## src/rtl/bno085_report_parser.sv

```systemverilog
// bno085_report_parser
// Walks the SHTP byte stream coming off the BNO085, picks out Rotation Vector
// and Calibrated Gyroscope reports on the sensor channel, and presents the
// decoded words as held outputs with one-cycle valid pulses.
// Optional build macro PARSER_STATS_EN adds saturating event counters
// (stat_pkts, stat_quat, stat_gyro, stat_err).
//
//   state      | meaning
//   -----------+---------------------------------------------------------
//   S_IDLE     | between packets, waiting for a frame_start byte
//   S_HDR      | collecting SHTP header bytes 1..3 (length, channel, seq)
//   S_RPT_ID   | next byte is a report ID inside a sensor-channel packet
//   S_RPT_BODY | consuming a report body (timestamp, RV or gyro)
//   S_SKIP     | discarding the rest of the packet

module bno085_report_parser #(
  parameter int unsigned SENSOR_CHANNEL = 3,
  parameter logic [7:0]  RV_REPORT_ID   = 8'h05,
  parameter logic [7:0]  GYRO_REPORT_ID = 8'h02,
  parameter int unsigned MAX_PKT_LEN    = 512
) (
  input  logic               clk,
  input  logic               rst_n,
  input  logic               byte_valid,
  input  logic [7:0]         byte_data,
  input  logic               frame_start,
  output logic               quat_valid,
  output logic signed [15:0] quat_w,
  output logic signed [15:0] quat_x,
  output logic signed [15:0] quat_y,
  output logic signed [15:0] quat_z,
  output logic               gyro_valid,
  output logic signed [15:0] gyro_x,
  output logic signed [15:0] gyro_y,
  output logic signed [15:0] gyro_z,
  output logic               parse_err
`ifdef PARSER_STATS_EN
  ,
  output logic [15:0]        stat_pkts,
  output logic [15:0]        stat_quat,
  output logic [15:0]        stat_gyro,
  output logic [15:0]        stat_err
`endif
);

  localparam logic [7:0]  SENSOR_CH = 8'(SENSOR_CHANNEL);
  localparam logic [15:0] MAX_LEN   = 16'(MAX_PKT_LEN);
  localparam logic [7:0]  ID_BASE_TS   = 8'hFB;
  localparam logic [7:0]  ID_REBASE_TS = 8'hFA;

  typedef enum logic [2:0] {S_IDLE, S_HDR, S_RPT_ID, S_RPT_BODY, S_SKIP} state_e;
  typedef enum logic [1:0] {R_TS, R_RV, R_GYRO} rpt_e;

  state_e      state_q, state_d;
  rpt_e        rtype_q, rtype_d;
  logic [15:0] pkt_cnt_q, pkt_cnt_d;
  logic [15:0] len_q, len_d;
  logic [7:0]  chan_q, chan_d;
  logic [3:0]  roff_q, roff_d;
  logic [15:0] sh_q [4];
  logic [15:0] sh_d [4];
  logic [15:0] qw_q, qw_d, qx_q, qx_d, qy_q, qy_d, qz_q, qz_d;
  logic [15:0] gx_q, gx_d, gy_q, gy_d, gz_q, gz_d;
  logic        quat_valid_q, quat_valid_d;
  logic        gyro_valid_q, gyro_valid_d;
  logic        parse_err_q, parse_err_d;
  logic        pkt_done;
  logic [15:0] cnt_inc;
  logic [3:0]  rpt_last;
  logic [1:0]  widx;
  logic        known_id;

  // State, counters, shadow words and output registers
  always_ff @(posedge clk or negedge rst_n) begin
    if (!rst_n) begin
      state_q      <= S_IDLE;
      rtype_q      <= R_TS;
      pkt_cnt_q    <= '0;
      len_q        <= '0;
      chan_q       <= '0;
      roff_q       <= '0;
      for (int i = 0; i < 4; i++) sh_q[i] <= '0;
      qw_q         <= '0;
      qx_q         <= '0;
      qy_q         <= '0;
      qz_q         <= '0;
      gx_q         <= '0;
      gy_q         <= '0;
      gz_q         <= '0;
      quat_valid_q <= 1'b0;
      gyro_valid_q <= 1'b0;
      parse_err_q  <= 1'b0;
    end else begin
      state_q      <= state_d;
      rtype_q      <= rtype_d;
      pkt_cnt_q    <= pkt_cnt_d;
      len_q        <= len_d;
      chan_q       <= chan_d;
      roff_q       <= roff_d;
      for (int i = 0; i < 4; i++) sh_q[i] <= sh_d[i];
      qw_q         <= qw_d;
      qx_q         <= qx_d;
      qy_q         <= qy_d;
      qz_q         <= qz_d;
      gx_q         <= gx_d;
      gy_q         <= gy_d;
      gz_q         <= gz_d;
      quat_valid_q <= quat_valid_d;
      gyro_valid_q <= gyro_valid_d;
      parse_err_q  <= parse_err_d;
    end
  end

  // Next-state, byte capture and pulse generation
  always_comb begin
    state_d      = state_q;
    rtype_d      = rtype_q;
    pkt_cnt_d    = pkt_cnt_q;
    len_d        = len_q;
    chan_d       = chan_q;
    roff_d       = roff_q;
    for (int i = 0; i < 4; i++) sh_d[i] = sh_q[i];
    qw_d         = qw_q;
    qx_d         = qx_q;
    qy_d         = qy_q;
    qz_d         = qz_q;
    gx_d         = gx_q;
    gy_d         = gy_q;
    gz_d         = gz_q;
    quat_valid_d = 1'b0;
    gyro_valid_d = 1'b0;
    parse_err_d  = 1'b0;
    pkt_done     = 1'b0;
    known_id     = 1'b0;
    cnt_inc      = pkt_cnt_q + 16'd1;
    widx         = 2'(roff_q[3:1] - 3'd2);
    case (rtype_q)
      R_RV:    rpt_last = 4'd13;
      R_GYRO:  rpt_last = 4'd9;
      default: rpt_last = 4'd4;
    endcase

    if (byte_valid) begin
      if (frame_start) begin
        // A new header always wins; anything still open is malformed.
        if (state_q != S_IDLE) parse_err_d = 1'b1;
        state_d   = S_HDR;
        pkt_cnt_d = 16'd1;
        len_d     = {8'h00, byte_data};
      end else begin
        case (state_q)
          S_IDLE: ;
          S_HDR: begin
            pkt_cnt_d = cnt_inc;
            case (pkt_cnt_q[1:0])
              2'd1:    len_d  = {1'b0, byte_data[6:0], len_q[7:0]};
              2'd2:    chan_d = byte_data;
              default: begin
                if (len_q < 16'd4 || len_q > MAX_LEN) begin
                  parse_err_d = 1'b1;
                  state_d     = S_IDLE;
                end else if (len_q == 16'd4) begin
                  pkt_done = 1'b1;
                  state_d  = S_IDLE;
                end else if (chan_q != SENSOR_CH) begin
                  state_d = S_SKIP;
                end else begin
                  state_d = S_RPT_ID;
                end
              end
            endcase
          end
          S_RPT_ID: begin
            pkt_cnt_d = cnt_inc;
            roff_d    = 4'd1;
            if (byte_data == ID_BASE_TS || byte_data == ID_REBASE_TS) begin
              rtype_d  = R_TS;
              known_id = 1'b1;
            end else if (byte_data == RV_REPORT_ID) begin
              rtype_d  = R_RV;
              known_id = 1'b1;
            end else if (byte_data == GYRO_REPORT_ID) begin
              rtype_d  = R_GYRO;
              known_id = 1'b1;
            end
            if (cnt_inc == len_q) begin
              // A known report cannot fit in zero remaining bytes.
              parse_err_d = known_id;
              pkt_done    = !known_id;
              state_d     = S_IDLE;
            end else begin
              state_d = known_id ? S_RPT_BODY : S_SKIP;
            end
          end
          S_RPT_BODY: begin
            pkt_cnt_d = cnt_inc;
            roff_d    = roff_q + 4'd1;
            if (rtype_q != R_TS && roff_q >= 4'd4 && roff_q <= 4'd11) begin
              if (roff_q[0]) sh_d[widx][15:8] = byte_data;
              else           sh_d[widx][7:0]  = byte_data;
            end
            if (roff_q == rpt_last) begin
              if (rtype_q == R_RV) begin
                qx_d         = sh_d[0];
                qy_d         = sh_d[1];
                qz_d         = sh_d[2];
                qw_d         = sh_d[3];
                quat_valid_d = 1'b1;
              end else if (rtype_q == R_GYRO) begin
                gx_d         = sh_d[0];
                gy_d         = sh_d[1];
                gz_d         = sh_d[2];
                gyro_valid_d = 1'b1;
              end
              if (cnt_inc == len_q) begin
                pkt_done = 1'b1;
                state_d  = S_IDLE;
              end else begin
                state_d = S_RPT_ID;
              end
            end else if (cnt_inc == len_q) begin
              parse_err_d = 1'b1;
              state_d     = S_IDLE;
            end
          end
          S_SKIP: begin
            pkt_cnt_d = cnt_inc;
            if (cnt_inc == len_q) begin
              pkt_done = 1'b1;
              state_d  = S_IDLE;
            end
          end
          default: state_d = S_IDLE;
        endcase
      end
    end
  end

  assign quat_valid = quat_valid_q;
  assign quat_w     = qw_q;
  assign quat_x     = qx_q;
  assign quat_y     = qy_q;
  assign quat_z     = qz_q;
  assign gyro_valid = gyro_valid_q;
  assign gyro_x     = gx_q;
  assign gyro_y     = gy_q;
  assign gyro_z     = gz_q;
  assign parse_err  = parse_err_q;

`ifdef PARSER_STATS_EN
  logic [15:0] st_pkts_q, st_quat_q, st_gyro_q, st_err_q;

  // Saturating event counters, counted on the same edge as the pulses
  always_ff @(posedge clk or negedge rst_n) begin
    if (!rst_n) begin
      st_pkts_q <= '0;
      st_quat_q <= '0;
      st_gyro_q <= '0;
      st_err_q  <= '0;
    end else begin
      if (pkt_done     && st_pkts_q != 16'hFFFF) st_pkts_q <= st_pkts_q + 16'd1;
      if (quat_valid_d && st_quat_q != 16'hFFFF) st_quat_q <= st_quat_q + 16'd1;
      if (gyro_valid_d && st_gyro_q != 16'hFFFF) st_gyro_q <= st_gyro_q + 16'd1;
      if (parse_err_d  && st_err_q  != 16'hFFFF) st_err_q  <= st_err_q  + 16'd1;
    end
  end

  assign stat_pkts = st_pkts_q;
  assign stat_quat = st_quat_q;
  assign stat_gyro = st_gyro_q;
  assign stat_err  = st_err_q;
`else
  logic unused_pkt_done;
  assign unused_pkt_done = pkt_done;
`endif

endmodule

```

## config.mk

```make
export PLATFORM = sky130hd
export DESIGN_NAME = bno085_report_parser
export DESIGN_NICKNAME = d
export VERILOG_FILES = /design/src/rtl/bno085_report_parser.sv
export SDC_FILE = /design/constraint.sdc
export NUM_CORES = 1
export LEC_CHECK = 0
export ABC_CLOCK_PERIOD_IN_PS = 6870
export CORE_ASPECT_RATIO = 0.8
export CORE_MARGIN = 5
export CORE_UTILIZATION = 24
export CTS_BUF_LIST = sky130_fd_sc_hd__clkbuf_4
export CTS_CLUSTER_DIAMETER = 150
export DETAILED_ROUTE_END_ITERATION = 10
export GPL_ROUTABILITY_DRIVEN = 1
export SLEW_MARGIN = 20
export SYNTH_ARGS = -nofsm -noshare
export SYNTH_HDL_FRONTEND = slang
export SYNTH_SLANG_ARGS = --single-unit
```

## constraint.sdc

```tcl
create_clock -name clk -period 6.87 [get_ports clk]
set_input_delay 1.374 -clock clk [delete_from_list [all_inputs] [get_ports clk]]
set_output_delay 1.374 -clock clk [all_outputs]
set_load 0.005 [all_outputs]
```

## Word-level counts from Yosys, hierarchy flattened

Index checks and enable logic that the tools add are counted.

| word-level totals | value |
|---|---|
| bits in registers | 228 |

| operators by class | value |
|---|---|
| add/subtract/negate cells | 3 |
| magnitude comparators | 6 |
| reductions and logical operators | 25 |
| bitwise logic cells | 3 |
| equality and inequality tests | 18 |
| mux-type cells | 55 |

Operators with widths:

| kind | count |
|---|---|
| $bwmux 64 | 2 |
| $mux 64 | 2 |
| $mux 16 | 6 |
| $demux 16 s2 | 2 |
| $mux 3 | 9 |
| $mux 1 | 25 |
| $add 16x1->16 const B | 1 |
| $eq 16x16->1 | 1 |
| $eq 16x3->1 const B | 1 |
| $eq 8x8->1 const B | 2 |
| $gt 16x10->1 const B | 1 |
| $lt 16x3->1 const B | 1 |
| $pmux 4 s2 | 2 |
| $pmux 3 s5 | 1 |
| $reduce_and 3->1 | 4 |
| $reduce_bool 2->1 | 5 |
| $eq 8x2->1 const B | 1 |
| $eq 8x3->1 const B | 1 |
| $mux 2 | 4 |
| $mux 8 | 1 |
| $ne 8x2->1 const B | 1 |
| $reduce_and 4->1 | 2 |
| $eq 3x2->1 const B | 2 |
| $reduce_and 6->1 | 1 |
| 24 further kinds | 32 |

## Logic depth before layout (Yosys ltp)

Gate-level depths: netlist of the first run.

| logic depth | value |
|---|---|
| depth in word-level cells | 11 |
| depth in mapped cells | 10 |
| depth with buffers taken out | 8 |

## Worst setup path before layout of the first run

OpenSTA, ideal clock, no wires.

| timing path | value |
|---|---|
| path type | input to register |
| start point | input port frame_start |
| end point | register gy_q[10] (netlist: gyro_y[10]) |
| data required time | 6.736 ns |
| stages on the path | 8 |
| buffers on the path | 2 |
| arrival | 2.740 ns |
| setup time | 0.134 ns |
| path slack | 3.995 ns |
| cells stage by stage | nand4bb_1 -> nor2_1 -> and3_1 -> nand2b_1 -> clkbuf_1 -> clkbuf_1 -> nand2_1 -> o21ai_0 |

| on the way | value |
|---|---|
| cells in the longest elaborated chain, start to end | 2 |

RTL lines:

| item | line | source |
|---|---|---|
| from (decl) | 26 | `input logic frame_start,` |
| $not 1->1 (no source line) | n/a |  |
| $reduce_and 6->1 (no source line) | n/a |  |
| to (signal assigned) | 106 | `gy_q <= gy_d;` |
| to (decl) | 63 | `logic [15:0] gx_q, gx_d, gy_q, gy_d, gz_q, gz_d;` |

Every way passes these cells.
A chain may end at the register's enable or synchronous reset.

## Final worst setup path of the first run

| timing path | value |
|---|---|
| start point | input port byte_valid |
| end point | register qz_q[2] (netlist: quat_z[2]) |

| on the way | value |
|---|---|
| cells in the longest elaborated chain, start to end | 1 |

RTL lines:

| item | line | source |
|---|---|---|
| from (decl) | 24 | `input logic byte_valid,` |
| $reduce_and 5->1 (no source line) | n/a |  |
| to (signal assigned) | 104 | `qz_q <= qz_d;` |
| to (decl) | 62 | `logic [15:0] qw_q, qw_d, qx_q, qx_d, qy_q, qy_d, qz_q, qz_d;` |

Every way passes these cells.

==> impl_results.md, run 1 <==
* GRT Residual Overflow at 0
* Int Power at 2.06 mW
* Final hold slack at 0.479 ns
* Peak supply drop at 0.0955 mV
* Outcome: complete, no violations
* # IOs at 127
* Minimum clock period at 4.17 ns
* Routed wire length at 27100 um
* Synth top area share at 55.6%
* Top_reg_cell synth: dfrtp_1
* GR Util All Layers at 11.5%
* Layout cell share with drive strength beyond 1 at 17.3%
* Die X at 241 um
* Fin. max-slew vios at 0
* Hold crit path type: flop to flop
* Largest cells by area after synthesis: dfrtp_1, mux2_2, mux2i_1
* Dpl cell area at 0.0120 mm^2
* Compound-Gate Fraction of Synth Area at 11.3%
* Post-Synth Adder-Cell Area at 0.981%
* Pwr Total at 2.89 mW
* List of most frequent post-synthesis cells: dfrtp_1, nor2_1, mux2_2
* DRC Markers at 0
* Main combinational cell family by area after synthesis: multiplexers
* Combinational share of power at 12.4%
* Ys async rst share at 100%
* Syn nets at 953
* Yosys reg bits at 227
* WP data required at 7.45 ns
* Startpoint types: input pin
* Placer congestion estimate at 0.816
* Clock tree root driver cell: clkbuf_4
* Post-Syn Instances at 933
* Core area at 0.0420 mm^2
* Fin cells at 1650
* Distinct cell type count of the synthesized netlist at 59
* Final Skew at 0.0577 ns
* Mux share of post-synthesis cell area at 15.2%
* Site row count at 67
* Worst-path fanout max at 81
* P_leak at 5.85 nW
* Fin area at 0.0127 mm^2
* Vias at 7591
* Relative slew slack at 27.4%
* Fin crit share at 60.8%
* XOR/XNOR Fraction of Synth Area at 1.63%
* Mapped cell area at 0.0102 mm^2
* Net Sw Frac at 28.7%
* Total negative slack at 0 ns
* Initial core utilization at 24.3%
* Syn. warnings at 0
* Synth area leader: dfrtp_1
* Post CTS Setup Buffer Count at 0
* Final setup vio count at 0
* Largest net degree at the start of global routing at 131
* Worst-Skew Late Latency at 0.71 ns
* Critical Path AT at 4.75 ns
* Post-synthesis sequential area ratio at 55.6%
* Hold Buf Count CTS at 0
* Critical Path Sink Type: flop
* DR iter-0 viols at 442
* Switching power at 830 uW
* WS Path Type: input pin to flop
* Antenna violations before repair at 1
* Layout area overhead at 24.0%
* Simple-Gate Fraction of Synth Area at 11.9%
* Vias per cell at 4.60
* CTS Buffer Depth at 3
* Remaining antenna violation count at 0
* DRT Pass-1 Iters at 5
* Sequential Area at 0.00568 mm^2
* Die area at 0.0468 mm^2
* Clk slew on worst S/H paths at 0.06 ns
* Placed insts at 1553
* Fillers at 4318
* Hpwl dp at 17700 um
* Reg2Reg Setup Slack at 3.54 ns
* Cell with the most instances after synthesis: dfrtp_1
* H-Tree Depth at 2
* Number of port buffers at 126
* Number of synthesized flops with an enable pin at 0
* Worst-Margin Slew at 1.09 ns
* Seq pwr share at 50.6%
* Post_cts resized at 0
* Number of max-cap violations at 0
* Pwr dens at 228 mW/mm^2
* Clock power share at 37.0%
* Layout Nets at 1082
* CTS Buf Count at 58
* RSZ-0062 raised after global routing: false
* Chip height at 194 um
* CTS tree: yes
* Area of the multi-input gates at 0.00420 mm^2
* Final hold viol count at 0
* Vias in the first global route at 7529
* Syn_area_per_cell at 10.9 um^2
* Wire per inst at 16.4 um
* First-pass GRT wire length at 43300 um
* F_max at 240 MHz
* # clock sinks at 227
==> cell families (layout without fill, tap and decap cells) <==
group           after synthesis  count (layout)
compound gates              201             201
xor+xnor                     19              19
fa+ha+maj                     8               8
buf+inv                      81             245
flops                       227             227
mux                         145             145
other cells                   0               1
simple gates                252             252
==> cell type report <==
cell class	instances	area share, %
tap	552	5.46
multi-input combinational	625	33.2
sequential	227	44.9
clock inverter	16	0.534
inverter	12	0.356
timing repair buffer	138	10.9
clock buffer	79	4.69
antenna	1	0.0198
==> final timing paths <==
check,cells past startpoint,start,endpoint
min in group asynchronous,1,rst_n,quat_y[4]$_DFFE_PN0P_
max reg2reg,6,state_q[2]$_DFFE_PN0P_,quat_z[2]$_DFFE_PN0P_
max in group asynchronous,2,rst_n,gyro_x[3]$_DFFE_PN0P_
min,2,gyro_x[11]$_DFFE_PN0P_,gyro_x[11]$_DFFE_PN0P_
min reg2reg,2,gyro_x[11]$_DFFE_PN0P_,gyro_x[11]$_DFFE_PN0P_
max,7,byte_valid,quat_z[2]$_DFFE_PN0P_
==> routing by layer <==
metal	GRT usage, %	wire (um)	vias up
li1	-	-	3579
met1	17.1	13100	3744
met2	16.4	11600	223
met3	2.65	1610	45
met4	4.20	702	0
met5	0	0	-
==> power groups by stage <==
stage	Combinational, mW	Sequential (mW)	Clock (mW)
floorplan	0.265	1.45	0
finish	0.359	1.46	1.07
global route	0.406	1.47	1.19
global placement	0.353	1.48	0
detailed placement	0.358	1.49	0
CTS	0.360	1.46	1.12
==> sequential cells by signal, summed over array words and instances (netlist names), 4 cells and up <==
| name | flops |
|---|---|
| chan_q | 8 |
| gyro_x | 16 |
| gyro_y | 16 |
| gyro_z | 16 |
| len_q | 15 |
| pkt_cnt_q | 16 |
| quat_w | 16 |
| quat_x | 16 |
| quat_y | 16 |
| quat_z | 16 |
| roff_q | 4 |
| sh_q | 64 |
==> metrics by stage <==
| stage | util, % | worst slack (ns) |
|---|---|---|
| after floorplan | - | 4.00 |
| after global placement | 28.5 | 2.26 |
| after detailed placement | 28.5 | 2.04 |
| after CTS | 30.1 | 2.78 |
| after global routing | 30.1 | 2.38 |
| final | 30.1 | 2.70 |
==> worst max-delay path, cell delays in order <==
cell and delay (ns):
clkdlybuf4s50_1 0.67, nand4bb_1 0.42, nor2_1 0.63, and3_4 0.86
buf_4 0.54, nor2_1 0.08, a21oi_1 0.13
==> cell usage in the layout, fill, tap and decap left out, types with 4 or more instances in the layout <==
cell type and count:
o41ai_1 4, nand2_1 75, clkdlybuf4s50_1 125, mux2i_1 65, clkbuf_4 79, a21oi_1 70
xnor2_1 15, nand3_1 16, or3_1 5, and4_1 5, mux2_2 80, o21ai_1 8
nand4_1 8, o31ai_1 8, clkinv_1 11, inv_1 12, and3_1 8, o21ai_0 75
nor2_1 91, dfrtp_1 227, xor2_1 4, nor2b_1 6, nor4_1 6, buf_4 11
nor3_1 7, a31oi_1 7, a22o_1 8, ha_1 8
Power figures use the tool's default switching activity.
==> run 2: changes to the inputs <==
Settings changed: ABC_CLOCK_PERIOD_IN_PS 6870 to 3700.
Clock period 6.87 ns to 3.7 ns, I/O delays scaled along.
==> impl_results.md, run 2 (synthesis results as in run 1) <==
* Outcome: complete, no violations
* Final Skew at 0.0544 ns
* Worst-Skew Late Latency at 0.72 ns
* Vias at 7616
* Relative slew slack at 31.2%
* Worst-Margin Slew at 1.03 ns
* # clock sinks at 227
* Max reg flops at 64
* Initial core utilization at 24.3%
* Critical R2R Capture: state_q[0]$_DFFE_PN0P_
* F_max at 352 MHz
* Register-to-Register Path Depth at 7
* Wire per inst at 16.8 um
* DRC Markers at 0
* Final setup vio count at 0
* Vias per cell at 4.58
* CTS Buffer Depth at 3
* Placed insts at 1565
* WP data required at 4.25 ns
* Placer congestion estimate at 0.829
* Worst-path fanout max at 11
* Critical Path AT at 3.40 ns
* Layout area overhead at 25.6%
* Most flops, register: sh_q
* Number of port buffers at 126
* Startpoint types: flop
* GR Util All Layers at 11.8%
* Vias in the first global route at 7697
* Chip height at 194 um
* Site row count at 67
* Post CTS Setup Buffer Count at 0
* Final Util at 30.5%
* Routed wire length at 27900 um
* Final hold slack at 0.0834 ns
* Clock tree root driver cell: clkbuf_4
* Pwr Total at 5.59 mW
* Core area at 0.0420 mm^2
* Hold Buf Count CTS at 0
* Remaining antenna violation count at 0
* DR iter-0 viols at 464
* WS Path Type: flop to flop
* Fin cells at 1664
* CTS Buf Count at 58
* Peak supply drop at 0.206 mV
* Minimum clock period at 2.84 ns
* Pwr dens at 436 mW/mm^2
* Fin. max-slew vios at 0
* # IOs at 127
* Clk slew on worst S/H paths at 0.07 ns
* Die X at 241 um
* Reg2Reg Setup Slack at 0.86 ns
* Fin crit share at 76.8%
* Antenna violations before repair at 4
* Fillers at 4324
* CTS tree: yes
* Layout Nets at 1093
* Most common cell after layout, fill and taps aside: dfrtp_1
* Most frequent cells in the layout: dfrtp_1, clkdlybuf4s50_1, nor2_1, clkbuf_4, mux2_2
* Total negative slack at 0 ns
* Number of max-cap violations at 0
* DRT Pass-1 Iters at 6
* Largest net degree at the start of global routing at 101
* Post_cts resized at 0
* P_leak at 5.94 nW
* H-Tree Depth at 2
* Hpwl dp at 19200 um
* Layout cell share with drive strength beyond 1 at 18.3%
* First-pass GRT wire length at 44400 um
* Die area at 0.0468 mm^2
* Hold crit path type: input pin to async pin
* GRT Residual Overflow at 0
* Critical Path Sink Type: flop
* Final hold viol count at 0
* RSZ-0062 raised after global routing: false
* Reg-to-reg critical path startpoint: pkt_cnt_q[0]$_DFFE_PN0P_
run 2: changes by cell type in the layout (fill, tap and decap cells not counted), moves of 2 or more:
cell,before,now
clkbuf_4,79,82
bufinv_16,0,2
buf_12,0,3
buf_4,11,20
run 2: stage by stage:
stage	setup WS [ns]	area, um^2
final	0.859	12800
after global placement	0.828	12100
after detailed placement	0.717	12100
after CTS	0.875	12800
after global routing	0.693	12800
after floorplan	1.39	10200
run 2: per-layer routing:
| layer | share of wire [%] | track usage (%) | routed length (um) | vias up |
|---|---|---|---|---|
| li1 | - | - | - | 3613 |
| met1 | 49 | 17.5 | 13800 | 3755 |
| met2 | 43 | 16.7 | 11900 | 199 |
| met3 | 5.9 | 3.15 | 1660 | 45 |
| met4 | 2.0 | 3.95 | 555 | 4 |
| met5 | 0.097 | 0 | 27 | - |
run 2: power by group:
group / internal (mW) / switching [mW] / total (mW)
Sequential: 2.58 / 0.152 / 2.73
Combinational: 0.281 / 0.402 / 0.683
Clock: 1.15 / 1.03 / 2.18
Total: 4.01 / 1.59 / 5.59
run 2: how the worst max path moves through the flow:
stage / end / start
floorplan: gyro_y[10]$_DFFE_PN0P_ / rtype_q[0]$_DFFE_PN0P_
global placement: state_q[2]$_DFFE_PN0P_ / byte_data[3]
detailed placement: state_q[0]$_DFFE_PN0P_ / byte_data[1]
CTS: state_q[0]$_DFFE_PN0P_ / pkt_cnt_q[0]$_DFFE_PN0P_
global route: gyro_z[0]$_DFFE_PN0P_ / rtype_q[0]$_DFFE_PN0P_
finish: state_q[0]$_DFFE_PN0P_ / pkt_cnt_q[0]$_DFFE_PN0P_
run 2: critical path: stages (launching register included):
cell and delay (ns):
dfrtp_1 0.58, ha_1 0.48, nand3_4 0.17, o31a_1 0.35, or4b_1 0.50, o211a_2 0.19, a222oi_1 0.32, o21ai_1 0.12
run 2: area by class of cell:
class	count	area, um^2	area share (%)
clock inverter	15	113	0.878
clock buffer	82	616	4.80
timing repair buffer	149	1480	11.5
antenna	2	5.00	0.0390
multi-input combinational	625	4200	32.7
inverter	12	45.0	0.351
tap	552	691	5.39
sequential	227	5680	44.3
